### src/rtl/ether_pkg.sv
// rtl/ether_pkg.sv - shared constants for the multi-message RMII receive path
package ether_pkg;

    typedef logic [2:0] state_t;

    localparam state_t ST_IDLE      = 3'd0;
    localparam state_t ST_PREAMBLE  = 3'd1;
    localparam state_t ST_DST_MAC   = 3'd2;
    localparam state_t ST_SRC_MAC   = 3'd3;
    localparam state_t ST_ETHERTYPE = 3'd4;
    localparam state_t ST_PAYLOAD   = 3'd5;
    localparam state_t ST_DROP      = 3'd6;

    localparam logic [7:0]  OP_READ       = 8'd0;
    localparam logic [7:0]  OP_WRITE      = 8'd1;
    localparam logic [47:0] BROADCAST_MAC = 48'hFFFF_FFFF_FFFF;

    // 0x55 preamble bytes are all 01 dibits; the SFD 0xD5 ends on an 11 dibit.
    localparam logic [1:0] DIBIT_PREAMBLE = 2'b01;
    localparam logic [1:0] DIBIT_SFD      = 2'b11;

    function automatic logic is_valid_opcode(input logic [7:0] op);
        return (op == OP_READ) || (op == OP_WRITE);
    endfunction

endpackage

### src/rtl/rmii_byte_asm.sv
// rtl/rmii_byte_asm.sv - RMII dibit-to-byte shifter, LSB dibit first
module rmii_byte_asm (
    input  logic       clk,
    input  logic       rst_n,
    input  logic       en,
    input  logic       clr,
    input  logic [1:0] rxd,
    output logic [7:0] byte_data,
    output logic       byte_valid
);

    logic [5:0] shift_q;
    logic [1:0] cnt_q;

    // The byte is presented combinationally while its 4th dibit is on the wire.
    assign byte_valid = en && !clr && (cnt_q == 2'd3);
    assign byte_data  = {rxd, shift_q};

    always_ff @(posedge clk or negedge rst_n) begin
        if (!rst_n) begin
            shift_q <= '0;
            cnt_q   <= '0;
        end else if (clr) begin
            cnt_q <= '0;
        end else if (en) begin
            shift_q <= {rxd, shift_q[5:2]};
            cnt_q   <= cnt_q + 2'd1;
        end
    end

endmodule

### src/rtl/ethernet_rx_multi.sv
// rtl/ethernet_rx_multi.sv - RMII frame filter and multi-message register request parser
module ethernet_rx_multi
    import ether_pkg::*;
#(
    parameter logic [47:0] FPGA_MAC  = 48'h0,
    parameter logic [15:0] ETHERTYPE = 16'h0,
    parameter int          ADDR_W    = 16,
    parameter int          DATA_W    = 16,
    parameter int          MAX_MSGS  = 4
) (
    input  logic              clk,
    input  logic              rst_n,
    input  logic              crsdv,
    input  logic [1:0]        rxd,
    output logic [ADDR_W-1:0] addr_o,
    output logic [DATA_W-1:0] wdata_o,
    output logic              rw_o,
    output logic              valid_o,
    output logic              drop_o,
    output logic [15:0]       drop_count_o
);

    localparam int MB    = 1 + ADDR_W / 8 + DATA_W / 8;
    localparam int MSG_W = MB * 8;
    localparam int IDX_W = $clog2(MAX_MSGS + 1);

    state_t             state_q;
    logic [3:0]         cnt_q;
    logic [IDX_W-1:0]   idx_q;
    logic [39:0]        hdr_q;
    logic [MSG_W-9:0]   msg_q;

    logic [7:0]         byte_data;
    logic               byte_valid;
    logic               asm_clr;
    logic [47:0]        hdr_next;
    logic [MSG_W-1:0]   msg_full;
    logic [7:0]         opcode;
    logic [ADDR_W-1:0]  msg_addr;
    logic [DATA_W-1:0]  msg_data;

    assign asm_clr  = !crsdv || (state_q == ST_PREAMBLE && rxd == DIBIT_SFD);
    assign hdr_next = {hdr_q, byte_data};
    assign msg_full = {msg_q, byte_data};
    assign opcode   = msg_full[MSG_W-1 -: 8];
    assign msg_addr = msg_full[DATA_W +: ADDR_W];
    assign msg_data = msg_full[DATA_W-1:0];

    rmii_byte_asm u_byte_asm (
        .clk        (clk),
        .rst_n      (rst_n),
        .en         (crsdv),
        .clr        (asm_clr),
        .rxd        (rxd),
        .byte_data  (byte_data),
        .byte_valid (byte_valid)
    );

    always_ff @(posedge clk or negedge rst_n) begin
        if (!rst_n) begin
            state_q      <= ST_IDLE;
            cnt_q        <= '0;
            idx_q        <= '0;
            hdr_q        <= '0;
            msg_q        <= '0;
            addr_o       <= '0;
            wdata_o      <= '0;
            rw_o         <= 1'b0;
            valid_o      <= 1'b0;
            drop_o       <= 1'b0;
            drop_count_o <= '0;
        end else begin
            valid_o <= 1'b0;
            drop_o  <= 1'b0;
            if (drop_o && drop_count_o != 16'hFFFF)
                drop_count_o <= drop_count_o + 16'd1;

            case (state_q)
                ST_IDLE: begin
                    if (crsdv && rxd == DIBIT_PREAMBLE)
                        state_q <= ST_PREAMBLE;
                end
                ST_PREAMBLE: begin
                    if (!crsdv) begin
                        state_q <= ST_IDLE;
                    end else if (rxd == DIBIT_SFD) begin
                        state_q <= ST_DST_MAC;
                        cnt_q   <= '0;
                    end else if (rxd != DIBIT_PREAMBLE) begin
                        state_q <= ST_IDLE;
                    end
                end
                default: begin
                    if (!crsdv) begin
                        // Carrier loss mid-message discards it, but only if it had started.
                        state_q <= ST_IDLE;
                        if (state_q == ST_PAYLOAD && cnt_q != 4'd0)
                            drop_o <= 1'b1;
                    end else if (byte_valid) begin
                        case (state_q)
                            ST_DST_MAC: begin
                                hdr_q <= hdr_next[39:0];
                                if (cnt_q == 4'd5) begin
                                    cnt_q <= '0;
                                    if (hdr_next == FPGA_MAC || hdr_next == BROADCAST_MAC) begin
                                        state_q <= ST_SRC_MAC;
                                    end else begin
                                        state_q <= ST_DROP;
                                        drop_o  <= 1'b1;
                                    end
                                end else begin
                                    cnt_q <= cnt_q + 4'd1;
                                end
                            end
                            ST_SRC_MAC: begin
                                if (cnt_q == 4'd5) begin
                                    cnt_q   <= '0;
                                    state_q <= ST_ETHERTYPE;
                                end else begin
                                    cnt_q <= cnt_q + 4'd1;
                                end
                            end
                            ST_ETHERTYPE: begin
                                hdr_q <= hdr_next[39:0];
                                if (cnt_q == 4'd1) begin
                                    cnt_q <= '0;
                                    if (hdr_next[15:0] == ETHERTYPE) begin
                                        state_q <= ST_PAYLOAD;
                                        idx_q   <= '0;
                                    end else begin
                                        state_q <= ST_DROP;
                                        drop_o  <= 1'b1;
                                    end
                                end else begin
                                    cnt_q <= cnt_q + 4'd1;
                                end
                            end
                            ST_PAYLOAD: begin
                                msg_q <= msg_full[MSG_W-9:0];
                                if (cnt_q == 4'(MB - 1)) begin
                                    cnt_q <= '0;
                                    if (is_valid_opcode(opcode)) begin
                                        valid_o <= 1'b1;
                                        addr_o  <= msg_addr;
                                        wdata_o <= (opcode == OP_WRITE) ? msg_data : '0;
                                        rw_o    <= opcode[0];
                                    end else begin
                                        drop_o <= 1'b1;
                                    end
                                    // Bytes beyond the last permitted message are ignored silently.
                                    if (idx_q == IDX_W'(MAX_MSGS - 1))
                                        state_q <= ST_DROP;
                                    idx_q <= idx_q + IDX_W'(1);
                                end else begin
                                    cnt_q <= cnt_q + 4'd1;
                                end
                            end
                            default: ;
                        endcase
                    end
                end
            endcase
        end
    end

endmodule

### config.mk
export PLATFORM = sky130hd
export DESIGN_NAME = ethernet_rx_multi
export DESIGN_NICKNAME = d
export VERILOG_FILES = /design/src/rtl/ether_pkg.sv /design/src/rtl/rmii_byte_asm.sv /design/src/rtl/ethernet_rx_multi.sv
export SDC_FILE = /design/constraint.sdc
export NUM_CORES = 1
export LEC_CHECK = 0
export BUFFER_PORTS_ARGS = -buffer_cell sky130_fd_sc_hd__buf_2
export CAP_MARGIN = 10
export CORE_ASPECT_RATIO = 1.25
export CORE_MARGIN = 5
export CORE_UTILIZATION = 59
export CTS_CLUSTER_SIZE = 24
export DETAILED_ROUTE_END_ITERATION = 10
export PLACE_DENSITY = 0.77
export SLEW_MARGIN = 20
export SYNTH_ARGS = -nofsm -noshare
export SYNTH_HDL_FRONTEND = slang
export SYNTH_SLANG_ARGS = --single-unit
### constraint.sdc
create_clock -name clk -period 2.4 [get_ports clk]
set_clock_uncertainty 0.15 [all_clocks]
set_input_delay 0.48 -clock clk [delete_from_list [all_inputs] [get_ports clk]]
set_output_delay 0.48 -clock clk [all_outputs]
set_load 0.02 [all_outputs]
==> results.md <==
- Die X: 101.1 um
- Antenna diode count: 0
- Kind of capture point of the worst setup path: flop
- First-pass iteration count of the detailed router: 4
- Initial core utilization: 60.55%
- Mean post-synth cell area: 11.70 um^2
- Cell Area, Synth: 6120 um^2
- Yosys top cell area share: 57.66%
- Maximum frequency from static timing analysis: 448.5 MHz
- Reported leakage power: 3.735 nW
- Final slew viol count: 0
- Synthesis-stage register bit count: 141
- Vias after detailed routing: 4312
- Final routed wire length divided by cell count: 17.51 um
- Net count of the finished layout: 604
- CP Data Required Time: 2540 ps
- Power density relative to cell area: 838.6 nW/um^2
- Worst-case register-to-register setup slack: 170 ps
- Routability congestion estimate from global placement: 0.8645
- Post-detailed-route count of antenna-violating nets: 0
- Main area contributors after synthesis: sky130_fd_sc_hd__dfrtp_1, sky130_fd_sc_hd__mux2_2, sky130_fd_sc_hd__nand2_1
- Run status: finished, final reports clean
- Unrepaired setup endpoints after global routing: false
- Buffer depth of the longest clock path: 2
- Via count of the first global-routing pass: 4370
- Detail Placement HPWL: 8538 um
- Synth Flop Type: sky130_fd_sc_hd__dfrtp_1
- Ratio of cells with drive above 1 in the final layout: 30.58%
- Slack of the critical path: 170.5 ps
- Setup slack after placement: 199.0 ps
- Antenna violations before repair: 0
- Hold path cells: 2
- Worst-case hold slack: 253.8 ps
- Die boundary height: 123.9 um
- Clk sinks: 141
- HP Start: crsdv
- Most numerous cell in the Yosys netlist: sky130_fd_sc_hd__dfrtp_1
- CP Max Fanout: 6
- Number of buffers inserted by post-CTS setup repair: 0
- Layout-stage area growth over the synthesis result: 18.81%
- Clock-pin slew on the worst setup and hold paths: 60 ps
- TNS Setup: 0 ps
- Total die area: 12520 um^2
- Count of max-cap constraint violations: 0
- Overall fraction of global-route tracks in use: 21.92%
- # port buffers: 55
- Proportion of synthesized flip-flops having asynchronous set or reset: 100.0%
- Peak supply drop: 752.1 uV
- CTS Buf Count: 17
- CTS tree: built
- R2R cell count: 5
- R2r endpoint: idx_q[1]$_DFFE_PN0P_
- Startpoint types: flop
- Share of the yosys chip area belonging to registers: 57.66%
- Average vias per placed instance: 5.875
- Drt drc: 0
- Worst-skew pair later-pin latency: 410 ps
- Worst reg2reg path startpoint: u_byte_asm.shift_q[1]$_DFFE_PN0P_
- Row count: 41
- Iter 0 DRT Violations: 301
- Fillcell total: 714
- Post-synthesis cell count: 523
- Classification of the worst setup path: reg2reg
- Type of the most critical hold path: in2reg
- # H-tree levels: 4
- Pin count of the biggest net entering global routing: 53
- Data arrival time of the worst path: 2370 ps
- Launch point of the worst path: u_byte_asm.shift_q[1]$_DFFE_PN0P_
- Count of flip-flops with a built-in enable after synthesis: 0
- Final Hold Fails: 0
- Core outline area: 10110 um^2
- Count of boundary I/O pins: 56
- Final-report setup violation count: 0
- Routed wire length: 12850 um
- Endpoint of the worst hold-timing path: state_q[2]$_DFFE_PN0P_
- Ratio of final minimum period to clock period: 92.89%
- Max-slew headroom at the worst pin: 66.23%
- Wire length of the first global-routing pass: 21460 um
- Number of warning messages in the yosys log: 0
- Largest area contributor in the synthesized netlist: sky130_fd_sc_hd__dfrtp_1
- Count of unique library cells instantiated by Yosys: 54
- Leading post-synthesis cells by instance count: sky130_fd_sc_hd__dfrtp_1, sky130_fd_sc_hd__nand2_1, sky130_fd_sc_hd__mux2_2
- Root Driver: sky130_fd_sc_hd__clkbuf_16
- Min Clock Period, post-route: 2229 ps
- Number of nets produced by synthesis: 535
- Total grt overflow: 0
- Transition time at the pin with the least slew margin: 501.9 ps
-- critical path: stages, from the launching register on --
cell                       delay (ps)
sky130_fd_sc_hd__dfrtp_1          460
sky130_fd_sc_hd__nor4_1           350
sky130_fd_sc_hd__nand4_1          310
sky130_fd_sc_hd__nand2b_1         260
sky130_fd_sc_hd__a21oi_2          200
sky130_fd_sc_hd__mux2_2           370
-- layout by cell type, fill, tap and decap left out, types with 8 or more instances in the layout --
cell type,n
sky130_fd_sc_hd__nor4_1,16
sky130_fd_sc_hd__dfrtp_1,141
sky130_fd_sc_hd__xnor2_1,10
sky130_fd_sc_hd__nand2b_1,8
sky130_fd_sc_hd__nor2_1,11
sky130_fd_sc_hd__buf_2,54
sky130_fd_sc_hd__nand3_1,25
sky130_fd_sc_hd__mux2_2,78
sky130_fd_sc_hd__nand2_1,104
sky130_fd_sc_hd__nand4_1,18
sky130_fd_sc_hd__buf_4,10
sky130_fd_sc_hd__clkbuf_16,17
-- final cells by class --
type / instances / area (um^2) / area share (%)
Clock inverter: 12 / 181.4 / 2.495
Multi-Input combinational cell: 356 / 2490 / 34.25
Tap cell: 129 / 161.4 / 2.220
Timing Repair Buffer: 69 / 426.7 / 5.868
Sequential cell: 141 / 3528 / 48.53
Clock buffer: 20 / 456.7 / 6.281
Inverter: 7 / 26.28 / 0.3614
-- where the power goes --
part | total, mW | switching, mW | internal (mW)
registers | 2.70 | 0.187 | 2.51
clock network | 2.80 | 0.996 | 1.81
logic | 0.599 | 0.328 | 0.271
total | 6.10 | 1.51 | 4.59
-- timing repair --
action | in CTS | in global routing
hold buffers | 1 | 0
endpoints found under the hold margin | 49 | 0
resized for setup | 0 | 0
-- worst max-delay path by stage --
stage                             endpoint  slack (ps)  depth (start not counted)
4_1_cts               idx_q[1]$_DFFE_PN0P_         190                          5
5_1_grt               idx_q[1]$_DFFE_PN0P_          50                          5
2_1_floorplan  drop_count_o[1]$_DFFE_PN0P_         410                          6
3_5_place_dp          idx_q[1]$_DFFE_PN0P_         200                          6
6_report              idx_q[1]$_DFFE_PN0P_         170                          5
3_3_place_gp          idx_q[2]$_DFFE_PN0P_         240                          6
-- layer usage --
layer,routed length [um],track usage [%]
met1,5446,28.73
met3,619,5.154
met5,0,0
met4,211,8.645
met2,6574,35.39
-- through the flow --
step	power [mW]	cells	instance area [um^2]	util, %
floorplan	3.102	523	6120	-
global placement	3.294	701	6623	65.53
detailed placement	3.320	701	6623	65.53
CTS	6.136	734	7271	71.95
global route	6.321	734	7271	71.95
finish	6.097	734	7271	71.95
-- flip-flops by register name, indices dropped and copies added (netlist names) --
register	cells
u_byte_asm.cnt_q	2
cnt_q	4
state_q	3
wdata_o	16
msg_q	32
valid_o	1
idx_q	3
rw_o	1
hdr_q	40
drop_o	1
addr_o	16
drop_count_o	16
u_byte_asm.shift_q	6
-- cell families (layout without fill, tap and decap cells) --
| family | after synthesis | in the layout | share of synthesized area, % |
|---|---|---|---|
| compound gates | 32 | 32 | 3.762 |
| xor+xnor | 14 | 14 | 2.004 |
| fa+ha+maj | 7 | 7 | 1.431 |
| buf+inv | 26 | 108 | 1.861 |
| flops | 141 | 141 | 57.66 |
| mux | 83 | 83 | 15.23 |
| simple gates | 220 | 220 | 18.05 |
(Power assumes the default switching activity.)
